<file path="src/rtl/dm_pkg.sv">
// Shared definitions for the data-memory store path: size codes, FSM state codes
// and the alignment rule that decides whether a store can be performed.
package dm_pkg;

  typedef logic [1:0] size_t;
  typedef logic [1:0] state_t;

  localparam size_t SZ_WORD = 2'b00;
  localparam size_t SZ_HALF = 2'b01;
  localparam size_t SZ_BYTE = 2'b10;
  localparam size_t SZ_ILL  = 2'b11;

  localparam state_t ST_IDLE  = 2'b00;
  localparam state_t ST_READ  = 2'b01;
  localparam state_t ST_WRITE = 2'b10;
  localparam state_t ST_FAULT = 2'b11;

  // Illegal size code is treated as never aligned so it always faults.
  function automatic logic is_aligned(input size_t size, input logic [1:0] byte_off);
    logic ok;
    case (size)
      SZ_WORD: ok = (byte_off == 2'b00);
      SZ_HALF: ok = ~byte_off[0];
      SZ_BYTE: ok = 1'b1;
      default: ok = 1'b0;
    endcase
    return ok;
  endfunction

endpackage

</file>
<file path="src/rtl/store_lane_merge.sv">
// Packs store data into an existing little-endian memory word; lanes not written
// by the store keep their old contents.
module store_lane_merge
  import dm_pkg::*;
(
  input  logic [31:0] old_i,
  input  logic [31:0] data_i,
  input  size_t       size_i,
  input  logic [1:0]  lane_i,
  output logic [31:0] merged_o
);

  always_comb begin
    merged_o = old_i;
    case (size_i)
      SZ_WORD: merged_o = data_i;
      SZ_HALF: begin
        if (lane_i[1]) merged_o[31:16] = data_i[15:0];
        else           merged_o[15:0]  = data_i[15:0];
      end
      SZ_BYTE: begin
        case (lane_i)
          2'd0:    merged_o[7:0]   = data_i[7:0];
          2'd1:    merged_o[15:8]  = data_i[7:0];
          2'd2:    merged_o[23:16] = data_i[7:0];
          default: merged_o[31:24] = data_i[7:0];
        endcase
      end
      default: merged_o = old_i;
    endcase
  end

endmodule

</file>
<file path="src/rtl/dm_store_merge.sv">
// Store-side data path for a word-only data memory: word stores write directly,
// half/byte stores read the word, merge the lane and write it back.
module dm_store_merge
  import dm_pkg::*;
#(
  parameter int ADDR_W = 10
) (
  input  logic              clk,
  input  logic              reset,
  input  logic              req_valid,
  input  logic [31:0]       req_addr,
  input  logic [31:0]       req_wdata,
  input  logic [1:0]        req_size,
  output logic              stall,
  output logic              done,
  output logic              err,
  output logic [ADDR_W-1:0] mem_addr,
  output logic              mem_we,
  output logic [31:0]       mem_wdata,
  input  logic [31:0]       mem_rdata
);

  state_t            state_q, state_d;
  logic [ADDR_W+1:0] addr_q, addr_d;
  logic [31:0]       data_q, data_d;
  size_t             size_q, size_d;
  logic [31:0]       merged;
  logic              in_write, in_fault;
  logic              unused_addr_bits;

  // Bits above the DM range are dropped, so addresses wrap around in the DM.
  assign unused_addr_bits = ^req_addr[31:ADDR_W+2];

  always_comb begin
    state_d = state_q;
    addr_d  = addr_q;
    data_d  = data_q;
    size_d  = size_q;
    case (state_q)
      ST_IDLE: begin
        if (req_valid) begin
          addr_d = req_addr[ADDR_W+1:0];
          data_d = req_wdata;
          size_d = req_size;
          if (!is_aligned(req_size, req_addr[1:0])) state_d = ST_FAULT;
          else if (req_size == SZ_WORD)             state_d = ST_WRITE;
          else                                      state_d = ST_READ;
        end
      end
      ST_READ:  state_d = ST_WRITE;
      ST_WRITE: state_d = ST_IDLE;
      ST_FAULT: state_d = ST_IDLE;
      default:  state_d = ST_IDLE;
    endcase
  end

  always_ff @(posedge clk) begin
    if (reset) begin
      state_q <= ST_IDLE;
      addr_q  <= '0;
      data_q  <= '0;
      size_q  <= SZ_WORD;
    end else begin
      state_q <= state_d;
      addr_q  <= addr_d;
      data_q  <= data_d;
      size_q  <= size_d;
    end
  end

  store_lane_merge u_merge (
    .old_i    (mem_rdata),
    .data_i   (data_q),
    .size_i   (size_q),
    .lane_i   (addr_q[1:0]),
    .merged_o (merged)
  );

  // Reset masks the terminal states so an interrupted store neither writes nor completes.
  assign in_write  = (state_q == ST_WRITE) && !reset;
  assign in_fault  = (state_q == ST_FAULT) && !reset;

  assign mem_we    = in_write;
  assign done      = in_write | in_fault;
  assign err       = in_fault;
  assign stall     = req_valid & ~done;
  assign mem_addr  = addr_q[ADDR_W+1:2];
  assign mem_wdata = in_write ? merged : 32'h0;

endmodule

</file>
<file path="config.mk">
export PLATFORM = sky130hd
export DESIGN_NAME = dm_store_merge
export DESIGN_NICKNAME = d
export VERILOG_FILES = /design/src/rtl/dm_pkg.sv /design/src/rtl/store_lane_merge.sv /design/src/rtl/dm_store_merge.sv
export SDC_FILE = /design/constraint.sdc
export NUM_CORES = 1
export LEC_CHECK = 0
export BUFFER_PORTS_ARGS = -buffer_cell sky130_fd_sc_hd__buf_2
export CELL_PAD_IN_SITES_DETAIL_PLACEMENT = 0
export CELL_PAD_IN_SITES_GLOBAL_PLACEMENT = 2
export CORE_ASPECT_RATIO = 0.5
export CORE_MARGIN = 1
export CORE_UTILIZATION = 24
export DETAILED_ROUTE_END_ITERATION = 16
export GPL_TIMING_DRIVEN = 0
export PLACE_DENSITY = 0.77
export REMOVE_ABC_BUFFERS = 1
export SYNTH_ARGS = -nofsm -noshare
export SYNTH_HDL_FRONTEND = slang
export SYNTH_SLANG_ARGS = --single-unit
</file>
<file path="constraint.sdc">
create_clock -name clk -period 1.7 [get_ports clk]
set_input_delay 0.085 -clock clk [delete_from_list [all_inputs] [get_ports clk]]
set_output_delay 0.085 -clock clk [all_outputs]
set_load 0.03 [all_outputs]
</file>
Word level (Yosys, flattened, before mapping)
Index checks and enable logic that the tools add are counted.

Output and inout port bits: 46. Register bits after elaboration: 48. Input port bits: 101.

Bitwise logic cells: 4. Equal/unequal tests: 10. Reductions and logical operators: 11. Mux-type cells: 15.

Operators by type and width (count): $pmux 32 s3 (1); $mux 16 (2); $mux 32 (1); $mux 8 (4); $eq 2x2->1 const B (5); $logic_not 2->1 (5); $eq 2x1->1 const B (4); $mux 2 (3); $pmux 2 s3 (1); $pmux 1 s3 (1); $reduce_or 3->1 (1); $logic_and 1x1->1 (2); $mux 1 (2); $ne 2x2->1 const B (1); $not 1->1 (2); $reduce_and 2->1 (1); $reduce_or 2->1 (1); $and 1x1->1 (1); $logic_not 1->1 (1); $or 1x1->1 (1).

Longest topological paths before layout
Depth after elaboration: 7. Depth in mapped cells: 7. Gate-level depth less buffers: 5.

Modules after synthesis
A second synthesis with hierarchy kept.

Cell total of the unflattened synthesis: 368. Area, all modules: 2775.2 µm².

By module, submodules not included: dm_store_merge (times used 1, sequential area each 960.9 µm², cells an instance 259, area each 1991.9 µm²); store_lane_merge (times used 1, sequential area each 0.0 µm², cells an instance 109, area each 783.3 µm²).

Least setup slack after synthesis
No wires, ideal clock.

Path kind: reg-to-output. Start point: register state_q[1]. End point: output port mem_wdata[10]. Arrival: 1.895 ns. Slack: -0.280 ns. Stages on the path, launching flop included: 7. Path buffers: 1. Cells stage by stage: dfxtp_1 nor2b_2 nand2b_1 buf_2 inv_2 nand2_1 o21ai_0.

Cells in the longest elaborated chain, start to end: 3.

RTL lines: from (decl) (line dm_store_merge.sv:23) `state_t state_q, state_d;`; from (signal assigned) (line dm_store_merge.sv:64) `state_q <= state_d;`; $eq 2x2->1 (line dm_store_merge.sv:80) `assign in_write = (state_q == ST_WRITE) && !reset;`; $logic_and 1x1->1 (line dm_store_merge.sv:80); $mux 32 (line dm_store_merge.sv:88) `assign mem_wdata = in_write ? merged : 32'h0;`; to (decl) (line dm_store_merge.sv:19) `output logic [31:0] mem_wdata,`.

Every way passes these cells.

Worst setup path in the final report
Start point: register addr_q[1]. End point: output port mem_wdata[13].

Cells in the longest elaborated chain, start to end: 4. Elaborated cells between the ends (all ways): 5. Classes of those cells: 1 x eq/ne; 4 x mux.

RTL lines: from (decl) (line dm_store_merge.sv:24) `logic [ADDR_W+1:0] addr_q, addr_d;`; from (signal assigned) (line dm_store_merge.sv:65) `addr_q <= addr_d;`; $eq 2x1->1 (line store_lane_merge.sv:22) `case (lane_i)`; $mux 8 (line store_lane_merge.sv:22); $pmux 32 s3 * (line store_lane_merge.sv:15) `case (size_i)`; $mux 32 * (line dm_store_merge.sv:88).

Mark *: on every way between the ends. The rest lies on a longest branch, timed or not.

==> key figures <==
Outcome
  – Status: finished with violations
  – Failing checks: setup timing

Setup path
  – Worst Path Max Fanout: 8
  – Arr. time, crit path: 1700 ps
  – Slowest stage delay, CP: 380 ps
  – Worst Path Required: 1620 ps
  – Worst setup EP type: primary output
  – Worst R2R Start: state_q[1]
  – Crit path buf inv count: 1
  – Crit path cell chain: nand2b_4, mux2i_1, a2111o_1, o21ai_1, buf_4
  – Slowest CP cell: dfxtp_4
  – Crit start category: register
  – Critical path class: reg -> out
  – CP Launch Point: addr_q[1]
  – Crit path max-delay family: compound AO/OA/AOI/OAI gates

Routing
  – Routed wire length per instance: 16.7 um
  – First-pass DRT Iterations: 4
  – DRT antenna net count: 0
  – Routed WL: 11800 um
  – 1st-iter DRT viols: 141
  – Vias: 3328
  – Via/cell ratio: 4.72
  – DRC Markers: 0

STA
  – Pins over their slew limit: 0
  – Fmax: 559 MHz
  – Total negative slack: -778 ps
  – Setup Skew: 4.41 ps
  – Fin worst setup slack: -88.0 ps
  – Final period util: 1.05
  – Setup-failing EPs final: 18
  – Slew @ Worst Pin: 639 ps
  – Relative slew slack: 0.574
  – Endpoints failing hold: 0
  – RSZ-0062 raised after global routing: yes
  – Fin crit period: 1790 ps

Power and ir drop
  – Int Power: 2150 uW
  – VDD IR max: 0.000405 V
  – Switching pwr: 1010 uW
  – Pwr Density: 697 nW/um2
  – Switching Share: 0.320
  – Comb power frac: 0.284
  – Total chip power: 3160 uW
  – Leakage Power: 0.00198 uW
  – Reg power frac: 0.404
  – Clk pwr share: 0.312

Floorplanning
  – Initial core utilization: 0.251
  – Die height: 81.3 um
  – Ports: 147
  – Chip width: 161 um
  – CORE AREA: 12000 um2
  – Die area: 13100 um2
  – Row Count: 28

Logic synthesis
  – #FFs+latches synth: 48
  – Sequential area share after synthesis: 0.318
  – Mapped Area: 3020 um2
  – Yosys warning count: 0
  – Cell taking the most area after synthesis: dfxtp_1
  – Top cell type's share of synthesized area: 0.318
  – Synth top area cells: dfxtp_1 (32%), nand2_1 (15%), a21oi_1 (13%)
  – Synth Instances: 415
  – Yosys cell types: 32
  – Avg Cell Area, Syn: 7.28 um2

Finish
  – Sequential Area: 978 um2
  – Most frequent cells in the layout: nand2_1 (116), buf_2 (93), a21oi_1 (61)
  – Nets: 641
  – Most common cell after layout, fill and taps aside: nand2_1
  – Layout filler cell count: 1297
  – Syn-to-layout area delta: 49.9%
  – Layout cells sized above 1: 0.446
  – N_diodes: 0
  – Area of the multi-input gates: 2080 um2

CTS
  – CTS tree: yes
  – Max clock buf depth: 2
  – Htree depth: 2
  – Clk slew on worst S/H paths: 70 ps
  – TritonCTS Buffers: 5
  – Clock net sink count: 48
  – Worst-skew pair later-pin latency: 290 ps
  – Root buffer cell: clkbuf_16

GRT
  – Met1 Use GR: 0.233
  – Vias in the first global route: 3234
  – Gr busiest metal: met2
  – GRT Total Usage: 0.177
  – Global routing met2 resource utilization: 0.306
  – Initial antenna violation count: 0
  – Met3 usage: 0.0337
  – Pin count of the biggest net entering global routing: 50
  – First-pass GRT wire length: 17700 um
  – GR Overflow Total: 0

Placed design
  – Dpl hpwl: 6930 um
  – RePlAce Congestion: 0.750
  – PortBufs: 126

Min path
  – Hold WC Path Type: in -> reg
  – Hold Startpoint: req_wdata[0]

Job
  – Max-cap violations: 0
-- what timing repair did --
item                                    CTS  global route
hold buffers                              0             0
endpoints found under the setup margin   33            32
resized for setup                        89            65
pin swaps                                24            20
gates cloned                              3             0
hold endpoints to repair                  0             0
buffers inserted                         24             7
-- Yosys cell counts --
cell and instances:
inv_1 1, nand2b_1 2, o21a_1 1, dfxtp_1 48, nand3_1 8, nand2_1 119, a2bb2oi_1 16, o21ai_0 16
nor2b_2 1, nor2_1 9, nor2_2 2, buf_1 2, a2111o_1 8, nor3_1 2, buf_4 14, o21ai_1 2
mux2_2 15, clkbuf_2 1, nand2b_4 1, buf_2 12, clkbuf_1 13, a21oi_1 79, buf_12 1, a21boi_2 1
buf_6 1, nor2b_1 17, mux2_1 1, inv_2 1, and2_1 3, nor4_1 1, o22a_1 1, mux2i_1 16
-- routing by layer --
metal | vias to the layer above | part of all wire
li1 | 1669 | -
met1 | 1596 | 0.48
met2 | 57 | 0.47
met3 | 6 | 0.045
met4 | 0 | 0.0058
met5 | - | 0
-- logic make-up after synthesis --
| family | synth area share |
|---|---|
| mux | 0.113 |
| compound gates | 0.246 |
| flops | 0.318 |
| simple gates | 0.235 |
| buf+inv | 0.0879 |
-- stage by stage --
stage / hold WS, ps / util / setup slack [ps] / instance area (um2) / instances
2_1_floorplan: 154 / - / -887 / 2760 / 371
3_3_place_gp: 326 / 0.299 / -1520 / 3600 / 662
3_5_place_dp: 332 / 0.303 / -1550 / 3640 / 664
4_1_cts: 20.0 / 0.357 / -78.4 / 4290 / 698
5_1_grt: 20.9 / 0.377 / -155 / 4530 / 705
6_report: 25.8 / 0.377 / -88.0 / 4530 / 705
-- power by group through the flow --
stage          Combinational [uW]  Sequential (uW)  Clock, uW
2_1_floorplan                 365             1320          0
3_3_place_gp                  643             1320          0
3_5_place_dp                  664             1320          0
4_1_cts                       832             1280       1020
5_1_grt                       971             1290       1070
6_report                      895             1280        985
-- worst min-delay path, cell delays in order --
cell and delay, ps:
buf_2 90, nand2_1 40, a21oi_1 50
-- state kept, by name, summed over array words and instances, names as in the netlist --
register,flops
addr_q,12
data_q,32
size_q,2
state_q,2
-- cell type report --
type | count | share of cell area
repair buffers | 159 | 0.245
multi-input cells | 324 | 0.460
clock inverters | 1 | 0.00111
flip-flops and latches | 48 | 0.216
clock buffers | 6 | 0.0285
inverters | 2 | 0.00332
well taps | 165 | 0.0456
-- final timing paths --
kind                                      end  slack (ps)  cells after the start
worst max-delay path            mem_wdata[13]         -90                      5
worst min-delay path                data_q[0]          30                      3
worst max register to register      data_q[5]         270                      6
worst min register to register     data_q[19]         450                      2
No activity file was read; power rests on OpenSTA's default activity.
